$ cat config.mk
export PLATFORM = sky130hd
export DESIGN_NAME = fb_port_arbiter
export DESIGN_NICKNAME = d
export VERILOG_FILES = /design/src/rtl/fb_pkg.sv /design/src/rtl/fb_wr_fifo.sv /design/src/rtl/fb_port_arbiter.sv
export SDC_FILE = /design/constraint.sdc
export NUM_CORES = 1
export LEC_CHECK = 0
export ABC_CLOCK_PERIOD_IN_PS = 2740
export CAP_MARGIN = 20
export CORE_ASPECT_RATIO = 1.75
export CORE_UTILIZATION = 51
export DETAILED_ROUTE_END_ITERATION = 7
export HOLD_SLACK_MARGIN = 0.05
export MAX_ROUTING_LAYER = met4
export PLACE_DENSITY = 0.8
export SLEW_MARGIN = 20
export SYNTH_ARGS = -nofsm -noshare
export SYNTH_HDL_FRONTEND = slang
export SYNTH_SLANG_ARGS = --single-unit
$ cat constraint.sdc
create_clock -name clk -period 2.74 [get_ports clk]
set_input_delay 0.411 -clock clk [delete_from_list [all_inputs] [get_ports clk]]
set_output_delay 0.411 -clock clk [all_outputs]
set_load 0.01 [all_outputs]
$ cat src/rtl/fb_pkg.sv
// Shared frame-buffer geometry, bus widths and the per-cycle RAM grant type.
package fb_pkg;

  localparam int FB_W     = 320;
  localparam int FB_H     = 240;
  localparam int FB_DEPTH = FB_W * FB_H;
  localparam int ADDR_W   = 17;
  localparam int DATA_W   = 12;

  typedef enum logic [1:0] {
    GNT_IDLE,
    GNT_READ,
    GNT_WRITE
  } grant_t;

endpackage

$ cat src/rtl/fb_wr_fifo.sv
// Synchronous write buffer; pushes are refused while full, pops while empty.
module fb_wr_fifo #(
  parameter int DEPTH = 4,
  parameter int WIDTH = 29
) (
  input  logic             clk,
  input  logic             reset,
  input  logic             push,
  input  logic             pop,
  input  logic [WIDTH-1:0] din,
  output logic [WIDTH-1:0] dout,
  output logic             full,
  output logic             empty
);

  localparam int AW = (DEPTH > 1) ? $clog2(DEPTH) : 1;
  localparam int CW = AW + 1;
  localparam logic [CW-1:0] DEPTH_C = CW'(DEPTH);

  logic [WIDTH-1:0] mem [DEPTH];
  logic [AW-1:0]    wr_ptr;
  logic [AW-1:0]    rd_ptr;
  logic [CW-1:0]    count;
  logic             do_push;
  logic             do_pop;

  // A full FIFO never accepts, even when the head leaves on the same edge.
  assign do_push = push && !full;
  assign do_pop  = pop && !empty;
  assign full    = (count == DEPTH_C);
  assign empty   = (count == '0);
  assign dout    = mem[rd_ptr];

  always_ff @(posedge clk) begin
    if (do_push) mem[wr_ptr] <= din;
  end

  always_ff @(posedge clk) begin
    if (reset) begin
      wr_ptr <= '0;
      rd_ptr <= '0;
      count  <= '0;
    end else begin
      if (do_push) wr_ptr <= wr_ptr + 1'b1;
      if (do_pop)  rd_ptr <= rd_ptr + 1'b1;
      case ({do_push, do_pop})
        2'b10:   count <= count + 1'b1;
        2'b01:   count <= count - 1'b1;
        default: count <= count;
      endcase
    end
  end

endmodule

$ cat src/rtl/fb_port_arbiter.sv
// Single-port frame-buffer arbiter: display reads win every cycle, buffered
// pixel writes drain into the RAM in order whenever the read port is quiet.
module fb_port_arbiter
  import fb_pkg::*;
#(
  parameter int FIFO_DEPTH = 4,
  parameter int FB_DEPTH   = fb_pkg::FB_DEPTH
) (
  input  logic              clk,
  input  logic              reset,
  input  logic              rd_req,
  input  logic [ADDR_W-1:0] rd_addr,
  output logic              rd_valid,
  output logic [DATA_W-1:0] rd_data,
  input  logic              wr_valid,
  output logic              wr_ready,
  input  logic [ADDR_W-1:0] wr_addr,
  input  logic [DATA_W-1:0] wr_data,
  output logic              mem_en,
  output logic              mem_we,
  output logic [ADDR_W-1:0] mem_addr,
  output logic [DATA_W-1:0] mem_wdata,
  input  logic [DATA_W-1:0] mem_rdata,
  output logic              err_addr,
  output logic [15:0]       stall_cnt,
  input  logic              err_clr
);

  localparam int EW = ADDR_W + DATA_W;
  localparam logic [ADDR_W-1:0] DEPTH_A = ADDR_W'(FB_DEPTH);

  grant_t            grant;
  logic              fifo_full;
  logic              fifo_empty;
  logic              accept;
  logic              in_range;
  logic              pop;
  logic [EW-1:0]     head;
  logic [ADDR_W-1:0] head_addr;
  logic [DATA_W-1:0] head_data;

  assign wr_ready = !fifo_full && !reset;
  assign accept   = wr_valid && wr_ready;
  assign in_range = (wr_addr < DEPTH_A);
  assign pop      = (grant == GNT_WRITE);
  assign head_addr = head[EW-1:DATA_W];
  assign head_data = head[DATA_W-1:0];

  fb_wr_fifo #(
    .DEPTH (FIFO_DEPTH),
    .WIDTH (EW)
  ) u_fifo (
    .clk   (clk),
    .reset (reset),
    .push  (accept && in_range),
    .pop   (pop),
    .din   ({wr_addr, wr_data}),
    .dout  (head),
    .full  (fifo_full),
    .empty (fifo_empty)
  );

  // Grant is decided fresh every cycle; reset holds the RAM port quiet.
  always_comb begin
    grant = GNT_IDLE;
    if (reset)            grant = GNT_IDLE;
    else if (rd_req)      grant = GNT_READ;
    else if (!fifo_empty) grant = GNT_WRITE;
  end

  always_comb begin
    mem_en    = 1'b0;
    mem_we    = 1'b0;
    mem_addr  = '0;
    mem_wdata = '0;
    case (grant)
      GNT_READ: begin
        mem_en   = 1'b1;
        mem_addr = rd_addr;
      end
      GNT_WRITE: begin
        mem_en    = 1'b1;
        mem_we    = 1'b1;
        mem_addr  = head_addr;
        mem_wdata = head_data;
      end
      default: ;
    endcase
  end

  always_ff @(posedge clk) begin
    if (reset) rd_valid <= 1'b0;
    else       rd_valid <= (grant == GNT_READ);
  end

  assign rd_data = (rd_valid && !reset) ? mem_rdata : '0;

  always_ff @(posedge clk) begin
    if (reset || err_clr)          err_addr <= 1'b0;
    else if (accept && !in_range)  err_addr <= 1'b1;
  end

  always_ff @(posedge clk) begin
    if (reset || err_clr)
      stall_cnt <= '0;
    else if (wr_valid && !wr_ready && (stall_cnt != 16'hFFFF))
      stall_cnt <= stall_cnt + 16'd1;
  end

endmodule

======== Yosys cells after proc, flatten, opt, wreduce, memory -nomap -nowiden ========
Memory sizes are Yosys's and may differ from the RTL's. A register that Yosys moved wholly into a read port is not among the register bits.
Index checks and enable logic that the tools add are counted.
storage, ports and cells
  flip-flop bits (word level) ............. 25
  memory bits (writable) .................. 116
  bits of input ports ..................... 63
  output and inout port bits .............. 62
  logic and storage cells ................. 50
  memories ................................ 1
cells by class
  $add $sub $neg .......................... 5
  $lt $le $gt $ge ......................... 1
  equal/unequal tests ..................... 6
  mux-type cells .......................... 13
  reduce and logical (&&, ||, !) cells .... 18
memory list
  memory      words  bits a word  rd ports  clocked after Yosys merged registers in  write ports  line              source
  u_fifo.mem  4      29           1         1                                        1            fb_wr_fifo.sv:20  logic [WIDTH-1:0] mem [DEPTH];
operators by type and width
  operator                 number
  $pmux W17 S2             1
  $mux W12                 2
  $lt A17 B17 Y1 const B   1
  $add A16 B1 Y16 const B  1
  $ne A16 B16 Y1 const B   1
  $mux W2                  5
  $logic_and A1 B1 Y1      9
  $pmux W3 S2              1
  $logic_not A1 Y1         5
  $add A2 B1 Y2 const B    2
  $eq A2 B1 Y1 const B     2
  $eq A2 B2 Y1 const B     2
  $mux W1                  4
  $add A3 B1 Y3 const B    1
  $eq A3 B3 Y1 const B     1
  $logic_not A3 Y1         1
  $sub A3 B1 Y3 const B    1
  $reduce_bool A2 Y1       1
  $reduce_or A2 Y1         1
  $logic_or A1 B1 Y1       1

======== Logic depth before layout (Yosys ltp) ========
Gate-level depths: netlist (run 1).
  depth in word-level cells ............... 8
  gate-level depth with buffers ........... 10
  depth with buffers taken out ............ 10

======== By module ========
From an unflattened synthesis (run 1), not the netlist that was laid out.
unflattened totals
  cell total of the unflattened synthesis .. 370
  area, all modules ....................... 5958.2 µm²
by module, submodules not included
  module           times used  cells an instance  area an instance (µm²)  seq. area each (µm²)
  fb_wr_fifo       1           205                4668.2                  3663.5
  fb_port_arbiter  1           165                1290.0                  360.3

======== Worst setup path after synthesis (run 1) ========
OpenSTA, ideal clock, no wires.
  kind .................................... input to register
  start ................................... input reset
  end ..................................... memory u_fifo.mem[1][0] (enable)
  setup time .............................. 389 ps
  arrival ................................. 2060 ps
  required time ........................... 2351 ps
  slack ................................... 291 ps
  stages on the path ...................... 4
  buffers on the path ..................... 1
  cell sequence ........................... clkbuf_1 -> nor3b_1 -> a21boi_0 -> and2_1
between the ends
  longest elaborated chain between the ends .. 7
RTL lines
  what                           line                   source
  start: declaration             fb_port_arbiter.sv:10  input logic reset,
  $logic_not A1 Y1               fb_port_arbiter.sv:42  assign wr_ready = !fifo_full && !reset;
  $logic_and A1 B1 Y1            fb_port_arbiter.sv:42
  $logic_and A1 B1 Y1            fb_port_arbiter.sv:43  assign accept = wr_valid && wr_ready;
  $logic_and A1 B1 Y1            fb_port_arbiter.sv:55  .push (accept && in_range),
  $logic_and A1 B1 Y1            fb_wr_fifo.sv:28       assign do_push = push && !full;
  $mux W1                        fb_wr_fifo.sv:35       if (do_push) mem[wr_ptr] <= din;
  $mux W1 (not written as such)  fb_wr_fifo.sv:35
  end: declaration               fb_wr_fifo.sv:20
No other way between the ends.

======== Final worst setup path (run 1) ========
  start ................................... input reset
  end ..................................... output mem_addr[13]
between the ends
  longest elaborated chain between the ends .. 3
  elaborated cells between the ends (all ways) .. 4
  those cells by class .................... eq/ne: 2; mux: 2
RTL lines
  what                                          line                   source
  $mux W2 *                                     fb_port_arbiter.sv:66  if (reset) grant = GNT_IDLE;
  $eq A2 B2 Y1 or $eq A2 B1 Y1 (tied branches)  fb_port_arbiter.sv:76  case (grant)
  $pmux W17 S2 *                                fb_port_arbiter.sv:76
  end: declaration                              fb_port_arbiter.sv:21  output logic [ADDR_W-1:0] mem_addr,
Every way passes the cells marked *; elsewhere a longest branch is shown, timed or not.

==> flow_results.xml, run 1 <==
<?xml version="1.0" encoding="UTF-8"?>
<metrics>
  <group name="cells_and_area">
    <metric name="num_antenna_cells" unit="">0</metric>
    <metric name="drive_gt1_share" unit="%">20.26</metric>
    <metric name="final_cell_count_no_fill" unit="">673</metric>
    <metric name="layout.filler_cells" unit="">716</metric>
    <metric name="number_of_nets_in_the_finished_design" unit="">595</metric>
    <metric name="area_growth_syn_to_layout" unit="%">38.49</metric>
    <metric name="postLayoutCellArea" unit="sq um">8274</metric>
  </group>
  <group name="sta">
    <metric name="max_slew_margin" unit="%">44.32</metric>
    <metric name="worstMarginPinSlew" unit="ns">0.8276</metric>
    <metric name="fin_worst_skew" unit="ns">0.008680</metric>
    <metric name="finalSetupViolations" unit="">0</metric>
    <metric name="maxClockFrequency" unit="GHz">0.3758</metric>
    <metric name="final_period_minus_worst_setup_slack" unit="ns">2.661</metric>
    <metric name="setup_repair_after_global_routing_missed_its_margin" unit="">no</metric>
    <metric name="fin_ws" unit="ns">0.07873</metric>
    <metric name="final-hold-violation-count" unit="">0</metric>
    <metric name="final.period_utilization" unit="%">97.13</metric>
    <metric name="final-max-slew-violation-count" unit="">0</metric>
    <metric name="fin_hold_ws" unit="ns">0.4989</metric>
  </group>
  <group name="detailed_routing">
    <metric name="dr_total_vias" unit="">4027</metric>
    <metric name="highest_layer" unit="">met4</metric>
    <metric name="detail_route.first_pass.iterations" unit="">6</metric>
    <metric name="drcViolationCount" unit="">30</metric>
    <metric name="met3_wl" unit="microns">837</metric>
    <metric name="route.final.wire_length" unit="microns">14360</metric>
    <metric name="wire_length_on_met2" unit="microns">8092</metric>
    <metric name="starting_drt_drc_count" unit="">227</metric>
    <metric name="vias_per_cell" unit="">5.984</metric>
    <metric name="routed_wire_length_per_instance" unit="microns">21.34</metric>
    <metric name="routedLengthMet1" unit="microns">4986</metric>
    <metric name="detail-route-antenna-nets" unit="">0</metric>
  </group>
  <group name="clocking">
    <metric name="cts.sink_count" unit="">143</metric>
    <metric name="clock_root_buffer" unit="">sky130_fd_sc_hd__clkbuf_16</metric>
    <metric name="cts.htree.levels" unit="">4</metric>
    <metric name="clk_path_buf_depth" unit="">2</metric>
    <metric name="worst_skew_pair.late_latency" unit="ns">0.42</metric>
    <metric name="cts_buf_count" unit="">17</metric>
    <metric name="postCtsHoldBufs" unit="">0</metric>
    <metric name="clock_tree_from_tritoncts" unit="">yes</metric>
    <metric name="clk_transition_reported_paths" unit="ns">0.06</metric>
    <metric name="setup_fix_buffers_added_after_clock_tree_synthesis" unit="">0</metric>
  </group>
  <group name="global_route">
    <metric name="grt_first_pass_wirelength" unit="microns">22100</metric>
    <metric name="grt-ovfl-total" unit="">0</metric>
    <metric name="maximum_number_of_pins_on_one_net_before_global_route_repair" unit="">30</metric>
    <metric name="first_global_vias" unit="">4224</metric>
    <metric name="initial_antenna_violation_count" unit="">0</metric>
    <metric name="global_route_usage_over_all_layers" unit="%">25.27</metric>
  </group>
  <group name="worst_setup_path">
    <metric name="worst_path_max_delay_cell" unit="">sky130_fd_sc_hd__clkdlybuf4s50_1</metric>
    <metric name="cpMostUsedCell" unit="">sky130_fd_sc_hd__clkdlybuf4s50_1</metric>
    <metric name="critPathArrivalTime" unit="ns">2.25</metric>
    <metric name="worstPathCellList" unit="">clkdlybuf4s50_1 -&gt; buf_6 -&gt; nor2b_2 -&gt; buf_4 -&gt; a22o_1 -&gt; clkdlybuf4s50_1</metric>
    <metric name="timing.setup.critical_path_class" unit="">input pin to output pin</metric>
    <metric name="worstSetupStartpointType" unit="">input pin</metric>
    <metric name="reg2reg_slack" unit="ns">0.44</metric>
    <metric name="cp_peak_stage_delay" unit="ns">0.56</metric>
    <metric name="req_time_crit_path" unit="ns">2.33</metric>
    <metric name="largest_fanout_on_the_critical_path" unit="">21</metric>
    <metric name="setup.worst_path.end_class" unit="">output pin</metric>
  </group>
  <group name="die">
    <metric name="rows" unit="">52</metric>
    <metric name="area_enclosed_by_the_die_boundary" unit="sq um">12170</metric>
    <metric name="core_area" unit="sq um">11520</metric>
    <metric name="initial_standard_cell_utilization_of_the_core" unit="%">51.88</metric>
    <metric name="dieWidth" unit="microns">83.82</metric>
    <metric name="die_h" unit="microns">145.2</metric>
    <metric name="top_level_ports" unit="">125</metric>
  </group>
  <group name="placement">
    <metric name="io_buffers" unit="">124</metric>
    <metric name="dpl-instance-area" unit="sq um">7665</metric>
    <metric name="dp_cells" unit="">640</metric>
    <metric name="place.gp.congestion" unit="">0.9335</metric>
    <metric name="detailed_place_hpwl" unit="microns">9438</metric>
    <metric name="preCtsSetupSlack" unit="ns">-0.1755</metric>
  </group>
  <group name="yosys">
    <metric name="average_footprint_of_a_synthesized_cell" unit="sq um">16.24</metric>
    <metric name="netlist_instances" unit="">368</metric>
    <metric name="mappedNetlistArea" unit="sq um">5974</metric>
    <metric name="ys_async_sr_fraction" unit="%">0</metric>
    <metric name="synth-warning-count" unit="">0</metric>
    <metric name="number_of_flops_mapped_to_enable_cells_by_yosys" unit="">116</metric>
    <metric name="synth_flop_cell" unit="">sky130_fd_sc_hd__edfxtp_1</metric>
    <metric name="synth_nets" unit="">438</metric>
    <metric name="ys_seq_area_share" unit="%">67.35</metric>
    <metric name="yosysUniqueCellTypes" unit="">53</metric>
    <metric name="number_of_synthesized_register_bits" unit="">143</metric>
  </group>
  <group name="flow_run">
    <metric name="maxCapViolations" unit="">0</metric>
  </group>
  <group name="status">
    <metric name="run_status" unit="">complete, but fails checks</metric>
    <metric name="violations" unit="">DRC</metric>
  </group>
  <group name="power_and_ir_drop">
    <metric name="worst_ir_drop_vdd" unit="uV">683.4</metric>
    <metric name="power_consumption" unit="mW">5.074</metric>
    <metric name="power_leakage" unit="nW">2.758</metric>
    <metric name="power_density" unit="nW/um^2">613.2</metric>
  </group>
  <group name="min_path">
    <metric name="min_path_type" unit="">flip-flop to flip-flop</metric>
  </group>
</metrics>
-- per-stage QoR --
step                TNS (ns)  utilization, %
floorplan                  0               -
global placement           0           66.56
detailed placement   -0.2651           66.56
CTS                        0           71.53
global route               0           71.85
finish                     0           71.85
-- cells in the mapped netlist (4+ instances only) --
cell	instances	area [sq um]
sky130_fd_sc_hd__edfxtp_1	116	3483
sky130_fd_sc_hd__and2_1	29	181.4
sky130_fd_sc_hd__mux4_2	29	653.1
sky130_fd_sc_hd__dfxtp_1	27	540.5
sky130_fd_sc_hd__a22o_1	17	148.9
sky130_fd_sc_hd__a21oi_1	12	60.06
sky130_fd_sc_hd__clkbuf_1	12	45.04
sky130_fd_sc_hd__nand2_1	11	41.29
sky130_fd_sc_hd__nor2_1	10	37.54
sky130_fd_sc_hd__inv_1	9	33.78
sky130_fd_sc_hd__o31ai_1	9	67.56
sky130_fd_sc_hd__nand3_1	7	35.03
sky130_fd_sc_hd__ha_1	6	75.07
sky130_fd_sc_hd__or4_1	6	45.04
sky130_fd_sc_hd__nor3_1	4	20.02
sky130_fd_sc_hd__nor4_1	4	25.02
sky130_fd_sc_hd__o21ai_0	4	20.02
sky130_fd_sc_hd__or3_1	4	25.02
-- state kept, by name, summed over array words and instances, names as in the netlist, named ones only --
register,cells
rd_valid,1
u_fifo.mem,116
u_fifo.count,3
u_fifo.rd_ptr,2
err_addr,1
stall_cnt,16
u_fifo.wr_ptr,2
-- worst max-delay path: cells and delay by family --
kind	cells	cell delay, ns
AOI/OAI and AO/OA	1	0.17
and+or+nand+nor	1	0.17
buffers and inverters	4	1.49
-- cell type report --
| cell class | instances | area [sq um] | area share (%) |
|---|---|---|---|
| Tap cell | 135 | 168.9 | 2.041 |
| Sequential cell | 143 | 4028 | 48.68 |
| Clock inverter | 15 | 150.1 | 1.815 |
| Multi-Input combinational cell | 199 | 1863 | 22.52 |
| Clock buffer | 17 | 425.4 | 5.141 |
| Timing Repair Buffer | 155 | 1605 | 19.40 |
| Inverter | 9 | 33.78 | 0.4083 |
-- cell usage in the layout, fill, tap and decap left out, types with 5 or more instances in the layout --
cell / netlist / final
sky130_fd_sc_hd__or4_1: 6 / 6
sky130_fd_sc_hd__inv_6: 0 / 5
sky130_fd_sc_hd__nor2_1: 10 / 10
sky130_fd_sc_hd__inv_1: 9 / 9
sky130_fd_sc_hd__and2_1: 29 / 28
sky130_fd_sc_hd__buf_4: 0 / 20
sky130_fd_sc_hd__nand2_1: 11 / 11
sky130_fd_sc_hd__clkbuf_16: 0 / 18
sky130_fd_sc_hd__dfxtp_1: 27 / 26
sky130_fd_sc_hd__a21oi_1: 12 / 12
sky130_fd_sc_hd__ha_1: 6 / 6
sky130_fd_sc_hd__edfxtp_1: 116 / 116
sky130_fd_sc_hd__clkdlybuf4s50_1: 0 / 122
sky130_fd_sc_hd__nand3_1: 7 / 7
sky130_fd_sc_hd__a22o_1: 17 / 17
sky130_fd_sc_hd__mux4_2: 29 / 29
sky130_fd_sc_hd__buf_12: 0 / 9
sky130_fd_sc_hd__o31ai_1: 9 / 9
-- worst paths after layout --
path	start	end	depth (start not counted)
max	reset	mem_addr[13]	6
min	stall_cnt[15]$_SDFFE_PP0P_	stall_cnt[15]$_SDFFE_PP0P_	2
max reg2reg	u_fifo.count[0]$_SDFFE_PP0P_	u_fifo.count[2]$_SDFFE_PP0P_	10
min reg2reg	stall_cnt[15]$_SDFFE_PP0P_	stall_cnt[15]$_SDFFE_PP0P_	2
-- logic make-up after synthesis --
family	after synthesis	share of synthesized area [%]
and+or+nand+nor	97	9.989
muxes	32	11.43
xor gates and xnor gates	4	0.5865
AOI/OAI and AO/OA	59	7.351
adders and majority gates	7	1.592
buffers and inverters	26	1.696
DFF	143	67.35
-- power breakdown --
part | internal, mW | switching (mW) | leakage, nW
clock network | 1.28 | 0.951 | 0.282
logic | 0.250 | 0.183 | 1.21
registers | 2.39 | 0.0211 | 1.27
-- per-layer routing --
layer  global-route usage (%)  vias to the layer above
li1                         -                     1797
met1                    26.32                     2013
met2                    44.10                      182
met3                    5.973                       35
met4                    12.67                        0
met5                        -                        -
-- what timing repair did --
action,CTS,global route
gates cloned,0,1
endpoints found under the hold margin,0,0
gates resized for setup,2,3
setup endpoints to repair,2,10
Power figures use the tool's default switching activity.
==> run 2, diff against run 1 <==
--- a/config.mk
+++ b/config.mk
@@ -8,11 +8,14 @@
 export ABC_CLOCK_PERIOD_IN_PS = 2740
 export CAP_MARGIN = 20
 export CORE_ASPECT_RATIO = 1.75
-export CORE_UTILIZATION = 51
+export CORE_MARGIN = 4
+export CORE_UTILIZATION = 53
+export CTS_BUF_LIST = sky130_fd_sc_hd__clkbuf_4
 export DETAILED_ROUTE_END_ITERATION = 7
+export GPL_TIMING_DRIVEN = 0
 export HOLD_SLACK_MARGIN = 0.05
 export MAX_ROUTING_LAYER = met4
-export PLACE_DENSITY = 0.8
+export PLACE_DENSITY = 0.82
 export SLEW_MARGIN = 20
 export SYNTH_ARGS = -nofsm -noshare
 export SYNTH_HDL_FRONTEND = slang
==> run 2 against run 1 <==
The flow now finishes without violations. Die area is 7.7% higher. Clock skew is 0.0032 ns higher. Count of clock-buffer cells in the layout is 1 higher. Highest routed layer unchanged.
==> flow_results.xml, run 2 (synthesis gave the netlist of run 1 again) <==
<?xml version="1.0" encoding="UTF-8"?>
<metrics>
  <group name="cells_and_area">
    <metric name="postLayoutCellArea" unit="sq um">8031</metric>
    <metric name="largest_register_ffs" unit="">116</metric>
    <metric name="most-common-layout-cells" unit="">116 x sky130_fd_sc_hd__edfxtp_1, 97 x sky130_fd_sc_hd__clkdlybuf4s50_1, 29 x sky130_fd_sc_hd__mux4_2</metric>
    <metric name="final_cell_count_no_fill" unit="">678</metric>
    <metric name="area_growth_syn_to_layout" unit="%">34.43</metric>
    <metric name="final_core_utilization" unit="%">72.33</metric>
    <metric name="ff_latch_area" unit="sq um">4039</metric>
    <metric name="layout.filler_cells" unit="">720</metric>
    <metric name="reg_top3" unit="">u_fifo.mem x116, stall_cnt x16, u_fifo.count x3</metric>
    <metric name="max_flop_register" unit="">u_fifo.mem</metric>
    <metric name="number_of_nets_in_the_finished_design" unit="">602</metric>
    <metric name="commonest_non_fill_non_tap_cell_in_the_layout" unit="">sky130_fd_sc_hd__edfxtp_1</metric>
    <metric name="multi_input_comb_area" unit="sq um">1882</metric>
    <metric name="drive_gt1_share" unit="%">21.83</metric>
  </group>
  <group name="worst_setup_path">
    <metric name="worst_path_max_delay_cell" unit="">sky130_fd_sc_hd__clkdlybuf4s50_1</metric>
    <metric name="timing.reg2reg.worst_path_depth" unit="">10</metric>
    <metric name="critPathArrivalTime" unit="ns">2.23</metric>
    <metric name="cpMostUsedCell" unit="">sky130_fd_sc_hd__nor3_4</metric>
    <metric name="worstSetupStartpointType" unit="">flip-flop</metric>
    <metric name="cp_peak_stage_delay" unit="ns">0.55</metric>
    <metric name="setup.worst_path.end_class" unit="">output pin</metric>
    <metric name="reg2reg_slack" unit="ns">0.19</metric>
    <metric name="largest_fanout_on_the_critical_path" unit="">10</metric>
    <metric name="req_time_crit_path" unit="ns">2.33</metric>
    <metric name="r2r_start" unit="">u_fifo.count[0]$_SDFFE_PP0P_</metric>
    <metric name="worstReg2RegEnd" unit="">u_fifo.count[2]$_SDFFE_PP0P_</metric>
    <metric name="worstPathCellList" unit="">nor3_4 -&gt; nor3_4 -&gt; clkbuf_4 -&gt; a22o_1 -&gt; clkdlybuf4s50_1</metric>
    <metric name="timing.setup.critical_path_class" unit="">flip-flop to output pin</metric>
  </group>
  <group name="min_path">
    <metric name="min_path_type" unit="">input pin to flip-flop</metric>
    <metric name="hold-path-cell-count" unit="">4</metric>
    <metric name="min-delay-start" unit="">rd_req</metric>
  </group>
  <group name="detailed_routing">
    <metric name="starting_drt_drc_count" unit="">217</metric>
    <metric name="routed_wire_length_per_instance" unit="microns">20.27</metric>
    <metric name="detail-route-antenna-nets" unit="">0</metric>
    <metric name="dr_total_vias" unit="">3989</metric>
    <metric name="drcViolationCount" unit="">0</metric>
    <metric name="route.final.wire_length" unit="microns">13740</metric>
    <metric name="detail_route.first_pass.iterations" unit="">5</metric>
    <metric name="vias_per_cell" unit="">5.883</metric>
  </group>
  <group name="sta">
    <metric name="fin_hold_ws" unit="ns">0.4641</metric>
    <metric name="final_period_minus_worst_setup_slack" unit="ns">2.642</metric>
    <metric name="fin_worst_skew" unit="ns">0.01186</metric>
    <metric name="max_slew_margin" unit="%">33.72</metric>
    <metric name="final-hold-violation-count" unit="">0</metric>
    <metric name="finalSetupViolations" unit="">0</metric>
    <metric name="fin_ws" unit="ns">0.09806</metric>
    <metric name="worstMarginPinSlew" unit="ns">0.9851</metric>
    <metric name="maxClockFrequency" unit="GHz">0.3785</metric>
    <metric name="final-max-slew-violation-count" unit="">0</metric>
    <metric name="final.period_utilization" unit="%">96.42</metric>
    <metric name="setup_total_negative_slack" unit="ns">0</metric>
    <metric name="setup_repair_after_global_routing_missed_its_margin" unit="">yes</metric>
  </group>
  <group name="placement">
    <metric name="dp_cells" unit="">628</metric>
    <metric name="place.gp.congestion" unit="">0.8992</metric>
    <metric name="preCtsSetupSlack" unit="ns">-0.7285</metric>
    <metric name="dpl-instance-area" unit="sq um">7496</metric>
    <metric name="detailed_place_hpwl" unit="microns">9613</metric>
    <metric name="io_buffers" unit="">124</metric>
  </group>
  <group name="status">
    <metric name="run_status" unit="">complete, no violations</metric>
  </group>
  <group name="power_and_ir_drop">
    <metric name="worst_ir_drop_vdd" unit="uV">377.9</metric>
    <metric name="power_density" unit="nW/um^2">497.8</metric>
    <metric name="power_consumption" unit="mW">3.998</metric>
    <metric name="power_leakage" unit="nW">2.847</metric>
  </group>
  <group name="clocking">
    <metric name="clk_transition_reported_paths" unit="ns">0.12</metric>
    <metric name="worst_skew_pair.late_latency" unit="ns">0.50</metric>
    <metric name="clock_root_buffer" unit="">sky130_fd_sc_hd__clkbuf_4</metric>
    <metric name="clock_tree_from_tritoncts" unit="">yes</metric>
    <metric name="cts_buf_count" unit="">17</metric>
    <metric name="cts.htree.levels" unit="">4</metric>
    <metric name="clk_path_buf_depth" unit="">2</metric>
    <metric name="cts.sink_count" unit="">143</metric>
    <metric name="postCtsHoldBufs" unit="">0</metric>
  </group>
  <group name="die">
    <metric name="dieWidth" unit="microns">88.26</metric>
    <metric name="rows" unit="">51</metric>
    <metric name="die_h" unit="microns">148.5</metric>
    <metric name="initial_standard_cell_utilization_of_the_core" unit="%">53.81</metric>
    <metric name="area_enclosed_by_the_die_boundary" unit="sq um">13100</metric>
    <metric name="core_area" unit="sq um">11100</metric>
    <metric name="top_level_ports" unit="">125</metric>
  </group>
  <group name="global_route">
    <metric name="initial_antenna_violation_count" unit="">1</metric>
    <metric name="first_global_vias" unit="">4040</metric>
    <metric name="maximum_number_of_pins_on_one_net_before_global_route_repair" unit="">19</metric>
    <metric name="grt_first_pass_wirelength" unit="microns">21150</metric>
    <metric name="grt-ovfl-total" unit="">0</metric>
    <metric name="global_route_usage_over_all_layers" unit="%">22.41</metric>
  </group>
  <group name="flow_run">
    <metric name="maxCapViolations" unit="">0</metric>
  </group>
</metrics>
==> run 2: cell type report <==
class | instances | share of cell area [%]
sequential | 143 | 50.29
multi-input combinational | 199 | 23.43
timing repair buffer | 145 | 18.60
buffer | 17 | 2.088
tap | 132 | 2.056
clock buffer | 18 | 1.683
clock inverter | 14 | 1.402
inverter | 9 | 0.4206
antenna | 1 | 0.03116
==> run 2: how the worst max path moves through the flow <==
| stage | end | startpoint | cells after the start |
|---|---|---|---|
| final | mem_addr[12] | u_fifo.count[0]$_SDFFE_PP0P_ | 5 |
| after global routing | mem_addr[12] | u_fifo.count[0]$_SDFFE_PP0P_ | 5 |
| after CTS | mem_wdata[0] | rd_req | 6 |
| after detailed placement | u_fifo.count[2]$_SDFFE_PP0P_ | reset | 11 |
| after global placement | u_fifo.mem[1][11]$_DFFE_PP_ | reset | 5 |
| after floorplan | u_fifo.mem[1][0]$_DFFE_PP_ | reset | 4 |
==> run 2: repair_timing <==
item / CTS / global route
cloned: 0 / 0
pin swaps: 1 / 1
hold endpoints to repair: 0 / 0
gates resized for setup: 64 / 15
setup endpoints to repair: 44 / 14
buffers inserted: 7 / 10
==> run 2: per-layer routing <==
layer,share of wire (%),vias up,GRT usage (%)
li1,-,1822,-
met1,36,1970,24.63
met2,55,165,38.53
met3,6.4,32,5.211
met4,2.8,0,9.002
met5,0,-,-
==> run 2: worst max-delay path, delay by kind of cell, from the launching register on <==
family	cells	cell delay [ns]
AND/OR/NAND/NOR	2	0.31
flip-flops	1	0.41
buffers and inverters	2	0.83
AO/OA/AOI/OAI	1	0.17
==> run 2: report_power, final <==
part | switching (mW) | internal [mW]
sequential | 0.0194 | 2.39
clock | 0.770 | 0.386
combinational | 0.183 | 0.255
